`config.mk`:
```
export PLATFORM = sky130hd
export DESIGN_NAME = cpu_6502_psr
export DESIGN_NICKNAME = d
export VERILOG_FILES = /design/src/rtl/cpu_6502_psr.sv
export SDC_FILE = /design/constraint.sdc
export NUM_CORES = 1
export LEC_CHECK = 0
export CORE_UTILIZATION = 28
export CTS_BUF_LIST = sky130_fd_sc_hd__clkbuf_4 sky130_fd_sc_hd__clkbuf_8 sky130_fd_sc_hd__clkbuf_16
export CTS_CLUSTER_SIZE = 14
export DETAILED_ROUTE_END_ITERATION = 12
export GPL_TIMING_DRIVEN = 1
export PLACE_DENSITY = 0.72
export SLEW_MARGIN = 20
export SYNTH_ARGS = -nofsm -noshare
export SYNTH_HDL_FRONTEND = slang
export SYNTH_SLANG_ARGS = --single-unit
```
`constraint.sdc`:
```
create_clock -name i_clk -period 3.4 [get_ports i_clk]
set_clock_uncertainty 0.1 [all_clocks]
set_input_delay 0.68 -clock i_clk [delete_from_list [all_inputs] [get_ports i_clk]]
set_output_delay 0.68 -clock i_clk [all_outputs]
set_load 0.02 [all_outputs]
```
`src/rtl/cpu_6502_psr.sv`:
```
`default_nettype none
// ----------------------------------------------------------------------------
// cpu_6502_psr : 2A03 processor status register, branch condition, NMI/IRQ gate
// Optional: CPU_6502_IRQ_DELAY_EN registers the IRQ mask (one-instruction lag)
// Revision: 1.0
// ----------------------------------------------------------------------------
module cpu_6502_psr #(
  parameter logic [7:0] P_RESET = 8'h34
) (
  input  logic       i_clk,
  input  logic       i_rstn,
  input  logic       i_ce,
  input  logic       i_alu_n,
  input  logic       i_alu_z,
  input  logic       i_alu_c,
  input  logic       i_alu_v,
  input  logic [3:0] i_nzcv_we,
  input  logic [2:0] i_set_op,
  input  logic       i_int_seti,
  input  logic       i_pull_we,
  input  logic [7:0] i_pull_data,
  input  logic       i_push_brk,
  input  logic [2:0] i_br_sel,
  input  logic       i_nmi_n,
  input  logic       i_irq_n,
  input  logic       i_poll,
  input  logic       i_nmi_ack,
  output logic [7:0] o_p,
  output logic [7:0] o_push_data,
  output logic       o_c,
  output logic       o_br_taken,
  output logic       o_nmi_pend,
  output logic       o_irq_take
);

  localparam logic [2:0] SET_CLC = 3'd1;
  localparam logic [2:0] SET_SEC = 3'd2;
  localparam logic [2:0] SET_CLI = 3'd3;
  localparam logic [2:0] SET_SEI = 3'd4;
  localparam logic [2:0] SET_CLV = 3'd5;
  localparam logic [2:0] SET_CLD = 3'd6;
  localparam logic [2:0] SET_SED = 3'd7;

  localparam int BIT_C = 0;
  localparam int BIT_Z = 1;
  localparam int BIT_I = 2;
  localparam int BIT_D = 3;
  localparam int BIT_V = 6;
  localparam int BIT_N = 7;

  logic [7:0] p_q, p_d;
  logic [7:0] pull_img;
  logic       nmi_prev_q;
  logic       nmi_pend_q, nmi_pend_d;
  logic       irq_mask;
  logic       br_flag;

  // Bits 5 and 4 are not storage; they are forced high on every path.
  assign pull_img = (i_pull_data & 8'hCF) | 8'h30;

  always_comb begin
    p_d = p_q;
    if (i_pull_we) begin
      p_d = pull_img;
    end else begin
      p_d[BIT_N] = i_nzcv_we[3] ? i_alu_n : p_q[BIT_N];
      p_d[BIT_Z] = i_nzcv_we[1] ? i_alu_z : p_q[BIT_Z];

      if (i_set_op == SET_CLC)      p_d[BIT_C] = 1'b0;
      else if (i_set_op == SET_SEC) p_d[BIT_C] = 1'b1;
      else if (i_nzcv_we[0])        p_d[BIT_C] = i_alu_c;

      if (i_set_op == SET_CLV)      p_d[BIT_V] = 1'b0;
      else if (i_nzcv_we[2])        p_d[BIT_V] = i_alu_v;

      if (i_set_op == SET_CLD)      p_d[BIT_D] = 1'b0;
      else if (i_set_op == SET_SED) p_d[BIT_D] = 1'b1;

      if (i_int_seti)               p_d[BIT_I] = 1'b1;
      else if (i_set_op == SET_CLI) p_d[BIT_I] = 1'b0;
      else if (i_set_op == SET_SEI) p_d[BIT_I] = 1'b1;
    end
  end

  // An edge arriving with the ack wins so that a fresh NMI is never dropped.
  assign nmi_pend_d = (nmi_prev_q & ~i_nmi_n) | (nmi_pend_q & ~i_nmi_ack);

  always_ff @(posedge i_clk or negedge i_rstn) begin
    if (!i_rstn) begin
      p_q        <= P_RESET | 8'h30;
      nmi_prev_q <= 1'b1;
      nmi_pend_q <= 1'b0;
    end else if (i_ce) begin
      p_q        <= p_d;
      nmi_prev_q <= i_nmi_n;
      nmi_pend_q <= nmi_pend_d;
    end
  end

`ifdef CPU_6502_IRQ_DELAY_EN
  logic irq_mask_q;

  always_ff @(posedge i_clk or negedge i_rstn) begin
    if (!i_rstn) begin
      irq_mask_q <= 1'b1;
    end else if (i_ce && i_poll) begin
      irq_mask_q <= p_q[BIT_I];
    end
  end

  assign irq_mask = irq_mask_q;
`else
  assign irq_mask = p_q[BIT_I];
`endif

  // opcode[7:6] picks the flag, opcode[5] the polarity that takes the branch.
  always_comb begin
    case (i_br_sel[2:1])
      2'd0:    br_flag = p_q[BIT_N];
      2'd1:    br_flag = p_q[BIT_V];
      2'd2:    br_flag = p_q[BIT_C];
      default: br_flag = p_q[BIT_Z];
    endcase
  end

  assign o_br_taken  = (br_flag == i_br_sel[0]);
  assign o_p         = p_q | 8'h30;
  assign o_c         = p_q[BIT_C];
  assign o_push_data = {p_q[7:6], 1'b1, i_push_brk, p_q[3:0]};
  assign o_nmi_pend  = nmi_pend_q;
  assign o_irq_take  = i_poll & ~i_irq_n & ~irq_mask & ~nmi_pend_q;

endmodule
`default_nettype wire

```
---- Word level (Yosys, flattened, before mapping) ----
Cells that the tools add are included.
storage, ports and cells
  register bits after elaboration ......... 8
  input port bits ......................... 32
  logic and storage cells ................. 57
cells by class
  eq/ne operators ......................... 10
  mux-type cells .......................... 15
  bitwise logic cells ..................... 11
  reduce and logical (&&, ||, !) cells .... 13
operator list
  operator              count
  $eq A3 B3 Y1 const B  4
  $mux W1               12
  $reduce_and A2 Y1     6
  $reduce_bool A4 Y1    2
  $eq A3 B2 Y1 const B  2
  $reduce_bool A3 Y1    2
  $and A1 B1 Y1         5
  $not A1 Y1            5
  $mux W4               1
  $reduce_bool A2 Y1    2
  $eq A3 B1 Y1 const B  1
  $pmux W1 S3           1
  $eq A2 B1 Y1 const B  1
  $eq A2 B2 Y1 const B  1
  $logic_not A2 Y1      1
  $mux W2               1
  $eq A1 B1 Y1          1
  $or A1 B1 Y1          1

---- Logic depth before layout (Yosys ltp) ----
  word-level depth ........................ 5
  gate-level depth with buffers ........... 5
  gate-level depth less buffers ........... 4

---- Least setup slack after synthesis ----
Ideal clock, no wire load.
  kind .................................... in2out
  start ................................... input i_br_sel[1]
  end ..................................... output o_br_taken
  data arrival time ....................... 1.556 ns
  required time ........................... 2.620 ns
  slack ................................... 1.064 ns
  stages on the path ...................... 2
  path buffers ............................ 0
  cells stage by stage .................... mux4_2 -> xnor2_1
between the ends
  cells in the longest elaborated chain, start to end .. 3
ends and longest elaborated chain
  item                                  RTL line  text
  from (decl)                           23        input logic [2:0] i_br_sel,
  $eq A2 B2 Y1 (tied with other cells)  118       case (i_br_sel[2:1])
  $pmux W1 S3 *                         118
  $eq A1 B1 Y1 *                        126       assign o_br_taken = (br_flag == i_br_sel[0]);
  to (decl)                             31        output logic o_br_taken,
Mark *: on every way between the ends. The rest lies on a longest branch, timed or not.

---- Worst setup path after layout ----
Same ends and word-level chain as after synthesis.

==> flow_summary.yaml <==
global_route:
  grt_overflow: 0
  global_route.usage.total_pct: 13.2
  antenna_violations_before_repair: 0
  grt_pass1_wl_um: 2040
  vias_in_the_first_global_route: 484
  grt_start_max_net_pins: 16
sta:
  timing.slew.headroom_pct: 65.3
  final_min_period_over_clock_period_pct: 94.7
  totalNegativeSetupSlack_ns: 0
  tightestPinTransition_ns: 0.519
  post-route-min-period_ns: 3.22
  report.final.slew_viol_count: 0
  setup_viol: 0
  rsz0062_at_grt: "false"
  achievable-frequency_mhz: 310
  timing_hold_violations_final: 0
layout:
  insertedDiodeCount: 0
  fin_nets: 139
  flow.area_growth_from_synthesis_pct: 69.7
  multi_input_area_um2: 294
  regArea_um2: 203
  post_layout_nonfiller_instances: 132
  layout.filler_cells: 179
  layout_cell_share_with_drive_strength_beyond_1_pct: 8.57
  postLayoutCellArea_um2: 1010
yosys:
  ys.warnings.count: 0
  synth_largest_type_area_fraction_pct: 25.3
  synth_enable_flop_cells: 0
  synth_area_per_cell_um2: 8.61
  synth_common_cells: "sky130_fd_sc_hd__buf_4, sky130_fd_sc_hd__a21oi_1, sky130_fd_sc_hd__dfrtp_1, sky130_fd_sc_hd__nand2_1"
  netlist.top_cell.by_area: "sky130_fd_sc_hd__dfrtp_1"
  synthCells: 69
  synth_flop_cell: "sky130_fd_sc_hd__dfrtp_1"
  synth.yosys.seq_area_share_pct: 34.1
  post-synth-top-count-cell: "sky130_fd_sc_hd__buf_4"
  synth.ff_latch_count: 8
  synth.top_cells.by_area: "sky130_fd_sc_hd__dfrtp_1, sky130_fd_sc_hd__buf_4, sky130_fd_sc_hd__dfstp_2, sky130_fd_sc_hd__a21oi_1, sky130_fd_sc_hd__mux4_2"
  netlist-cell-type-count: 26
  synth.cell_area_um2: 594
  synth_async_sr_flop_share_pct: 100
detailed_routing:
  drt-vias-per-instance: 4.67
  avgRoutedWirePerCell_um: 11.2
  dr_total_vias: 617
  drt-pass1-iter-count: 3
  drc: 0
  wirelength_um: 1480
  initialDrtViolationCount: 6
  drt.antenna.violating_nets: 0
clock_tree:
  clock_latency_ns: 0.25
  cts.reportedPaths.clkPinSlew_ns: 0.05
  cts_max_path_bufs: 2
  post_cts.resized_instances: 0
  cts.sinks: 8
  cts_inserted_buffers: 3
  tritoncts: "yes"
  h-tree-depth: 1
  clock-root-buffer: "sky130_fd_sc_hd__clkbuf_4"
  cts.repair_timing.setup_buffer_count: 0
  cts.hold.buffers_added: 0
place:
  dp.cells: 129
  gpl_wtd_cong: 0.728
  io_buffers: 44
  detailed_place.area_um2: 986
  estimated_wirelength_of_the_detail_placed_design_um: 1180
job:
  timing.max_cap.violations: 0
min_path:
  hold_path_depth: 1
  hold_start: "o_nmi_pend$_DFFE_PN0P_"
  timing.hold.worst.class: "flop to flop"
  hold_path_end: "o_nmi_pend$_DFFE_PN0P_"
worst_setup_path:
  timing.critical_path.from_type: "input pin"
  worst_setup_slack_for_register_to_register_paths_ns: 2.42
  critPathKind: "input pin to primary output"
  cp_delay_by_family_top: "buffers and inverters"
  critPathMaxStageDelay_ns: 0.61
  cp.buffers_inverters: 2
  crit_path_cell_trace: "clkdlybuf4s50_1 -> mux4_2 -> xnor2_1 -> clkdlybuf4s50_1"
  critPathArrivalTime_ns: 2.44
  cp_common_cell: "sky130_fd_sc_hd__clkdlybuf4s50_1"
  crit_slowest_cell: "sky130_fd_sc_hd__clkdlybuf4s50_1"
  crit_required_ns: 2.62
  worstPathMaxFanout: 1
  reg2reg_from: "p_q[3]$_DFFE_PN0P_"
  critical_path.endpoint_type: "primary output"
  regToRegEndpoint: "p_q[3]$_DFFE_PN0P_"
  worst_r2r_path_depth: 3
power:
  p_sw_share_pct: 33.1
  power_density_nw_per_um2: 364
  share_clk_of_total_power_pct: 19.8
  static_leak_nw: 0.386
  power.switching_w: 0.000122
  internal_power_w: 0.000246
  power.share.sequential_pct: 34.2
  peakVddDrop_mv: 0.184
  power.combinational.fraction_pct: 46.0
floorplan:
  die_area_um2: 2310
  initial_core_util_pct: 30.0
  chipWidth_um: 48.1
  design.core.area_um2: 1980
  dieHeight_um: 48.1
  placement_rows: 16
  boundaryPins: 52
status:
  run_status: "finished clean"
==> worst max path at each step <==
stage / from / end / slack, ns / cells past startpoint
after floorplan: i_br_sel[1] / o_br_taken / 1.06 / 2
after global placement: i_br_sel[1] / o_br_taken / 0.20 / 4
after detailed placement: i_br_sel[1] / o_br_taken / 0.17 / 4
after CTS: i_br_sel[1] / o_br_taken / 0.16 / 4
after global routing: i_br_sel[1] / o_br_taken / 0.10 / 4
final: i_br_sel[1] / o_br_taken / 0.18 / 4
==> sequential cells by signal (all words and copies together) (netlist names) <==
signal / flops
nmi_prev_q: 1
o_nmi_pend: 1
p_q: 6
==> through the flow <==
step | setup WS (ns) | utilization (%) | total power, W | hold slack, ns
after global routing | 0.104 | 50.9 | 0.000391 | 0.500
after global placement | 0.201 | 49.7 | 0.000295 | 0.446
final | 0.179 | 50.9 | 0.000367 | 0.446
after detailed placement | 0.168 | 49.7 | 0.000297 | 0.442
after CTS | 0.163 | 50.9 | 0.000371 | 0.457
after floorplan | 1.06 | - | 0.000219 | 0.284
==> cell type report <==
cell class	count	area share, %
flip-flops and latches	8	20.1
well taps	27	3.35
multi-input cells	46	29.2
clock buffers	3	2.23
inverters	4	1.49
repair buffers	44	43.7
==> layout by cell type, fill, tap and decap left out <==
| master | count |
|---|---|
| sky130_fd_sc_hd__clkdlybuf4s50_1 | 44 |
| sky130_fd_sc_hd__a21oi_1 | 8 |
| sky130_fd_sc_hd__nand2_1 | 6 |
| sky130_fd_sc_hd__dfrtp_1 | 6 |
| sky130_fd_sc_hd__inv_1 | 4 |
| sky130_fd_sc_hd__nor2_1 | 4 |
| sky130_fd_sc_hd__nor3_1 | 3 |
| sky130_fd_sc_hd__o22ai_1 | 3 |
| sky130_fd_sc_hd__conb_1 | 3 |
| sky130_fd_sc_hd__clkbuf_4 | 3 |
| sky130_fd_sc_hd__xnor2_1 | 2 |
| sky130_fd_sc_hd__or3_1 | 2 |
| sky130_fd_sc_hd__o21ai_0 | 2 |
| sky130_fd_sc_hd__nand3b_1 | 2 |
| sky130_fd_sc_hd__dfstp_2 | 2 |
| sky130_fd_sc_hd__mux4_2 | 1 |
| sky130_fd_sc_hd__nor4b_1 | 1 |
| sky130_fd_sc_hd__nand2b_1 | 1 |
| sky130_fd_sc_hd__o32ai_1 | 1 |
| sky130_fd_sc_hd__nor3b_1 | 1 |
| sky130_fd_sc_hd__o221a_2 | 1 |
| sky130_fd_sc_hd__mux2_2 | 1 |
| sky130_fd_sc_hd__a32o_1 | 1 |
| sky130_fd_sc_hd__o21ai_1 | 1 |
| sky130_fd_sc_hd__a41oi_2 | 1 |
| sky130_fd_sc_hd__a221oi_1 | 1 |
==> power by group through the flow <==
| stage | sequential, W | combinational [W] | clock (W) |
|---|---|---|---|
| after floorplan | 0.000138 | 0.0000808 | 0 |
| after global placement | 0.000126 | 0.000169 | 0 |
| after detailed placement | 0.000128 | 0.000170 | 0 |
| after CTS | 0.000126 | 0.000170 | 0.0000750 |
| after global routing | 0.000128 | 0.000183 | 0.0000791 |
| final | 0.000126 | 0.000169 | 0.0000728 |
==> logic make-up (layout without fill, tap and decap cells) <==
kind of cell           count (synthesis)  after routing  synth area share, %
multiplexers                           2              2                 5.68
AND/OR/NAND/NOR                       20             20                 17.3
AO/OA/AOI/OAI                         19             19                 21.7
other                                  1              3                0.631
flip-flops                             8              8                 34.1
XOR/XNOR                               2              2                 2.95
buffers and inverters                 17             51                 17.7
==> metal layers <==
layer	up-vias	routed length, µm	GRT usage, %
met3	2	137	6.04
met5	-	0	0
met4	0	4	3.33
met1	275	659	15.5
li1	305	-	-
met2	35	683	21.9
Note: power is estimated with default switching activity, not from simulation.
==> RTL edit 1 (config.mk and constraints unchanged) <==
The option `CPU_6502_IRQ_DELAY_EN` is turned on by a define.
--- a/src/rtl/cpu_6502_psr.sv
+++ b/src/rtl/cpu_6502_psr.sv
@@ -4,6 +4,8 @@
 // Optional: CPU_6502_IRQ_DELAY_EN registers the IRQ mask (one-instruction lag)
 // Revision: 1.0
 // ----------------------------------------------------------------------------
+`define CPU_6502_IRQ_DELAY_EN
+
 module cpu_6502_psr #(
   parameter logic [7:0] P_RESET = 8'h34
 ) (
Behaviour: not the same (Yosys sat finds a counterexample within 4 cycles, from zero or initial values and one cycle with i_rstn low).
==> RTL edit 1 against the original RTL <==
  * Clock power is 31% higher
  * Global-route usage up 2.1 points
  * Sequential share of layout area grew 1.6 points
  * Utilization rose by 0.39 points
  * Sequential cell count increased by 1
  * Design area is 4.8% higher
  * Synthesized area increased by 7.8%
  * Critical path depth is the same
  * Wire length rose by 17%
  * Power is 12% higher
  * Worst setup slack lost 0.0069 ns
  * Largest power group unchanged
==> RTL edit 1: results (changes against the original RTL) <==
| Metric | Value |
|---|---|
| DR iter-0 viols | 2 (-4) |
| Maximum single-stage delay on the critical path | 0.62 ns |
| CTS clk-pin slew, worst paths | 0.06 ns |
| DRT Pass-1 Iters | 2 (-1) |
| Peak VDD IR | 0.158 mV (-14%) |
| Register area share after synthesis | 35.7% (+1.6 points) |
| Gr usage total | 15.3% (+2.1 points) |
| Final wirelength | 1730 um (+17%) |
| Sw power | 0.000136 W (+12%) |
| Port Buffer Count | 44 (unchanged) |
| Reg2reg setup slack | 2.38 ns (-0.04 ns) |
| Synth warn | 0 (unchanged) |
| Largest net degree at the start of global routing | 17 (+1) |
| Latest clock arrival within the worst-skew pair | 0.27 ns (+0.02 ns) |
| Post-CTS sizing | 0 (unchanged) |
| Pleak | 0.409 nW (+5.9%) |
| Hold WC Path Type | flip-flop to flip-flop |
| CP Launch Point | i_br_sel[1] |
| Filler cell count | 191 (+6.7%) |
| Reg2Reg Launch Point | p_q[3] |
| GP Congestion | 0.728 (about the same) |
| Placed Area | 1030 um^2 (+4.2%) |
| DR WL/cell | 12.7 um (+13%) |
| Share of cells above drive strength 1 | 11.9% (+3.4 points) |
| Slew HR | 60.3% (-5.0 points) |
| Post-detail-place hpwl | 1290 um (+9.2%) |
| Critical hold path startpoint | o_nmi_pend |
| CTS Buffer Depth | 2 (unchanged) |
| Setup Buffers After CTS | 0 (unchanged) |
| Number of global-route vias before repair | 604 (+25%) |
| Final setup fails | 0 (unchanged) |
| CTS buffer count | 3 (unchanged) |
| Top cells by count, synth | 11 x buf_4, 8 x a21oi_1, 7 x nand2_1, 6 x dfrtp_1, 5 x nor2_1 |
| Post-synth cell types | 27 (+3.8%) |
| Synth Flop Type | dfrtp_1 |
| Reg with most FFs | p_q |
| Fin nets | 142 (+2.2%) |
| Mapped Cells | 73 (+5.8%) |
| First-pass GRT wire length | 2750 um (+34%) |
| Max reg flops | 6 (unchanged) |
| Initial antenna violation count | 0 (unchanged) |
| Status | finished clean |
| Top delay family on crit path | buffers and inverters |
| Slowest cell on the critical path | clkdlybuf4s50_1 |
| Worst Path Max Fanout | 1 (unchanged) |
| H-tree depth | 1 (unchanged) |
| Antenna diode count | 0 (unchanged) |
| Via count | 675 (+9.4%) |
| DP Cell Count | 132 (+2.3%) |
| Clock Tree Root | clkbuf_4 |
| Synth top area cells | dfrtp_1 23%, buf_4 13%, dfstp_2 12% |
| Synth async-reset ratio | 100% (unchanged) |
[RTL edit 1: cell types whose count changed after synthesis]
cell / before / now
a211o_2: 0 / 1
buf_2: 0 / 1
dfstp_2: 2 / 3
mux2_2: 1 / 2
nand2_1: 6 / 7
nor2_1: 4 / 5
nor3b_1: 1 / 0
or3_1: 2 / 1
[RTL edit 1: metal layers]
metal	routed length [um]	vias to the layer above	GRT usage, %	part of all wire (%)
met5	0	-	0	0
met4	30	0	8.57	1.7
met3	167	4	6.17	9.6
met2	790	36	23.2	46
met1	745	317	18.2	43
li1	-	318	-	-
[RTL edit 1: metrics by stage]
step                hold slack, ns  setup slack, ns  util (%)  total power, W
floorplan                    0.284             1.06         -        0.000240
detailed placement           0.421            0.146      49.8        0.000320
CTS                          0.451            0.143      51.3        0.000415
global route                 0.473           0.0941      51.3        0.000432
global placement             0.425            0.192      49.8        0.000317
finish                       0.444            0.172      51.3        0.000413
[RTL edit 1: worst register-to-register path, delay by kind of cell (launching register included)]
family          cells  cell delay, ns
flops               1            0.42
compound gates      3            0.39
[RTL edit 1: logic make-up (layout without fill, tap and decap cells)]
logic type,after synthesis,after routing,synth area share (%)
muxes,3,3,7.03
DFF,9,9,35.7
xor gates and xnor gates,2,2,2.73
buffers and inverters,18,52,17.2
and+or+nand+nor,20,20,15.0
other,1,3,0.585
AOI/OAI and AO/OA,20,20,21.7
[RTL edit 1: path summary, 6_finish.rpt]
kind | cells past startpoint | end
hold reg to reg | 1 | o_nmi_pend
setup / recovery | 4 | o_br_taken
setup reg to reg | 3 | p_q[3]
max in group asynchronous | 1 | p_q[2]
min in group asynchronous | 1 | p_q[7]
hold / removal | 1 | o_nmi_pend
[RTL edit 1: cell type report]
| type | instances | share of cell area, % |
|---|---|---|
| Clock buffer | 4 | 2.84 |
| Inverter | 4 | 1.42 |
| Timing Repair Buffer | 44 | 41.7 |
| Tap cell | 27 | 3.20 |
| Multi-Input combinational cell | 48 | 29.2 |
| Sequential cell | 9 | 21.7 |
[RTL edit 1: power by group through the flow]
stage	logic [W]	clock network [W]	registers, W
3_5_place_dp	0.000176	0	0.000144
3_3_place_gp	0.000173	0	0.000144
5_1_grt	0.000186	0.000101	0.000146
2_1_floorplan	0.0000850	0	0.000155
4_1_cts	0.000176	0.0000959	0.000143
6_report	0.000175	0.0000957	0.000143
==> RTL edit 2 (same settings) <==
Without the edit above. Register the input `i_irq_n` before use, cleared by the reset. The logic sees it one clock later. The other inputs are not delayed to match.
--- a/src/rtl/cpu_6502_psr.sv
+++ b/src/rtl/cpu_6502_psr.sv
@@ -47,6 +47,16 @@
   localparam int BIT_D = 3;
   localparam int BIT_V = 6;
   localparam int BIT_N = 7;
+
+  logic i_irq_n_q;
+
+  always_ff @(posedge i_clk or negedge i_rstn) begin
+    if (!i_rstn) begin
+      i_irq_n_q <= '0;
+    end else begin
+      i_irq_n_q <= i_irq_n;
+    end
+  end
 
   logic [7:0] p_q, p_d;
   logic [7:0] pull_img;
@@ -128,7 +138,7 @@
   assign o_c         = p_q[BIT_C];
   assign o_push_data = {p_q[7:6], 1'b1, i_push_brk, p_q[3:0]};
   assign o_nmi_pend  = nmi_pend_q;
-  assign o_irq_take  = i_poll & ~i_irq_n & ~irq_mask & ~nmi_pend_q;
+  assign o_irq_take  = i_poll & ~i_irq_n_q & ~irq_mask & ~nmi_pend_q;
 
 endmodule
 `default_nettype wire
Function: changed (Yosys sat finds a counterexample within 4 cycles, from zero or initial values and one cycle with i_rstn low).
==> RTL edit 2 against the original RTL <==
  * Hold slack got worse by 0.00081 ns
  * Synthesized area is 4.2% higher
  * Maximum frequency is 0.56% higher
  * Design area is 3.2% higher
  * Power is 8.6% higher
  * Sequential cell count increased by 1
  * Critical endpoint unchanged
  * Worst setup slack improved by 0.018 ns
  * Non-clock buffer count unchanged
  * Sequential power is 9.5% higher
  * Synthesized cell count grew 1.4%
  * Wire length rose by 9.3%
  * Clock power increased by 25%
  * Critical path depth is the same
  * Largest power group unchanged
  * Critical path type unchanged
==> RTL edit 2: results (changes against the original RTL) <==
| Metric | Value |
|---|---|
| Register share of total power | 34.5% (+0.3 points) |
| First-pass GRT wire length | 2720 um (+33%) |
| Register area share after synthesis | 36.8% (+2.7 points) |
| Critical hold path startpoint | p_q[2] |
| Post-detail-place hpwl | 1240 um (+4.9%) |
| Post-synthesis mux area share | 5.45% (-0.23 points) |
| Fraction of area in multi-input gates | 28.2% (-0.91 points) |
| # clock sinks | 9 (+1) |
| Synth top area cells | dfrtp_1 28%, buf_4 13%, dfstp_2 8.5% |
| Complex-gate fraction of the synthesized area | 20.8% (-0.88 points) |
| DR iter-0 viols | 9 (+3) |
| XOR/XNOR Fraction of Synth Area | 2.83% (-0.12 points) |
| Via-to-Cell Ratio | 4.86 (+3.9%) |
| Switching Share | 32.1% (-1.0 points) |
| Slew HR | 64.3% (-1.0 points) |
| Non-clock buffers, area share | 42.3% (-1.4 points) |
| Status | finished clean |
| Worst Hold Path Cells | 2 (+1) |
| Gr usage total | 14.9% (+1.7 points) |
| Met3 Routed Length | 177 um (+29%) |
| FF+latch area | 228 um^2 (+12%) |
| CTS clk-pin slew, worst paths | 0.07 ns (+0.02 ns) |
| DRT Pass-1 Iters | 4 (+1) |
| Met1 WL | 703 um (+6.7%) |
| Final wirelength | 1620 um (+9.3%) |
-- RTL edit 2: worst max-delay path by stage --
| stage | endpoint | slack, ns | from | cells past startpoint |
|---|---|---|---|---|
| after detailed placement | o_br_taken | 0.18 | i_br_sel[1] | 4 |
| after global placement | o_br_taken | 0.19 | i_br_sel[1] | 4 |
| after floorplan | o_br_taken | 1.06 | i_br_sel[1] | 2 |
| after CTS | o_br_taken | 0.17 | i_br_sel[1] | 4 |
| after global routing | o_br_taken | 0.12 | i_br_sel[1] | 4 |
| final | o_br_taken | 0.20 | i_br_sel[1] | 4 |
-- RTL edit 2: metrics by stage --
stage	instance area [um^2]	power, W	util (%)	hold slack [ns]	instances
2_1_floorplan	627	0.000232	-	0.284	72
6_report	1040	0.000399	51.5	0.446	134
4_1_cts	1040	0.000402	51.5	0.448	134
3_5_place_dp	1010	0.000310	50.0	0.431	130
5_1_grt	1040	0.000419	51.5	0.491	134
3_3_place_gp	1010	0.000308	50.0	0.433	130
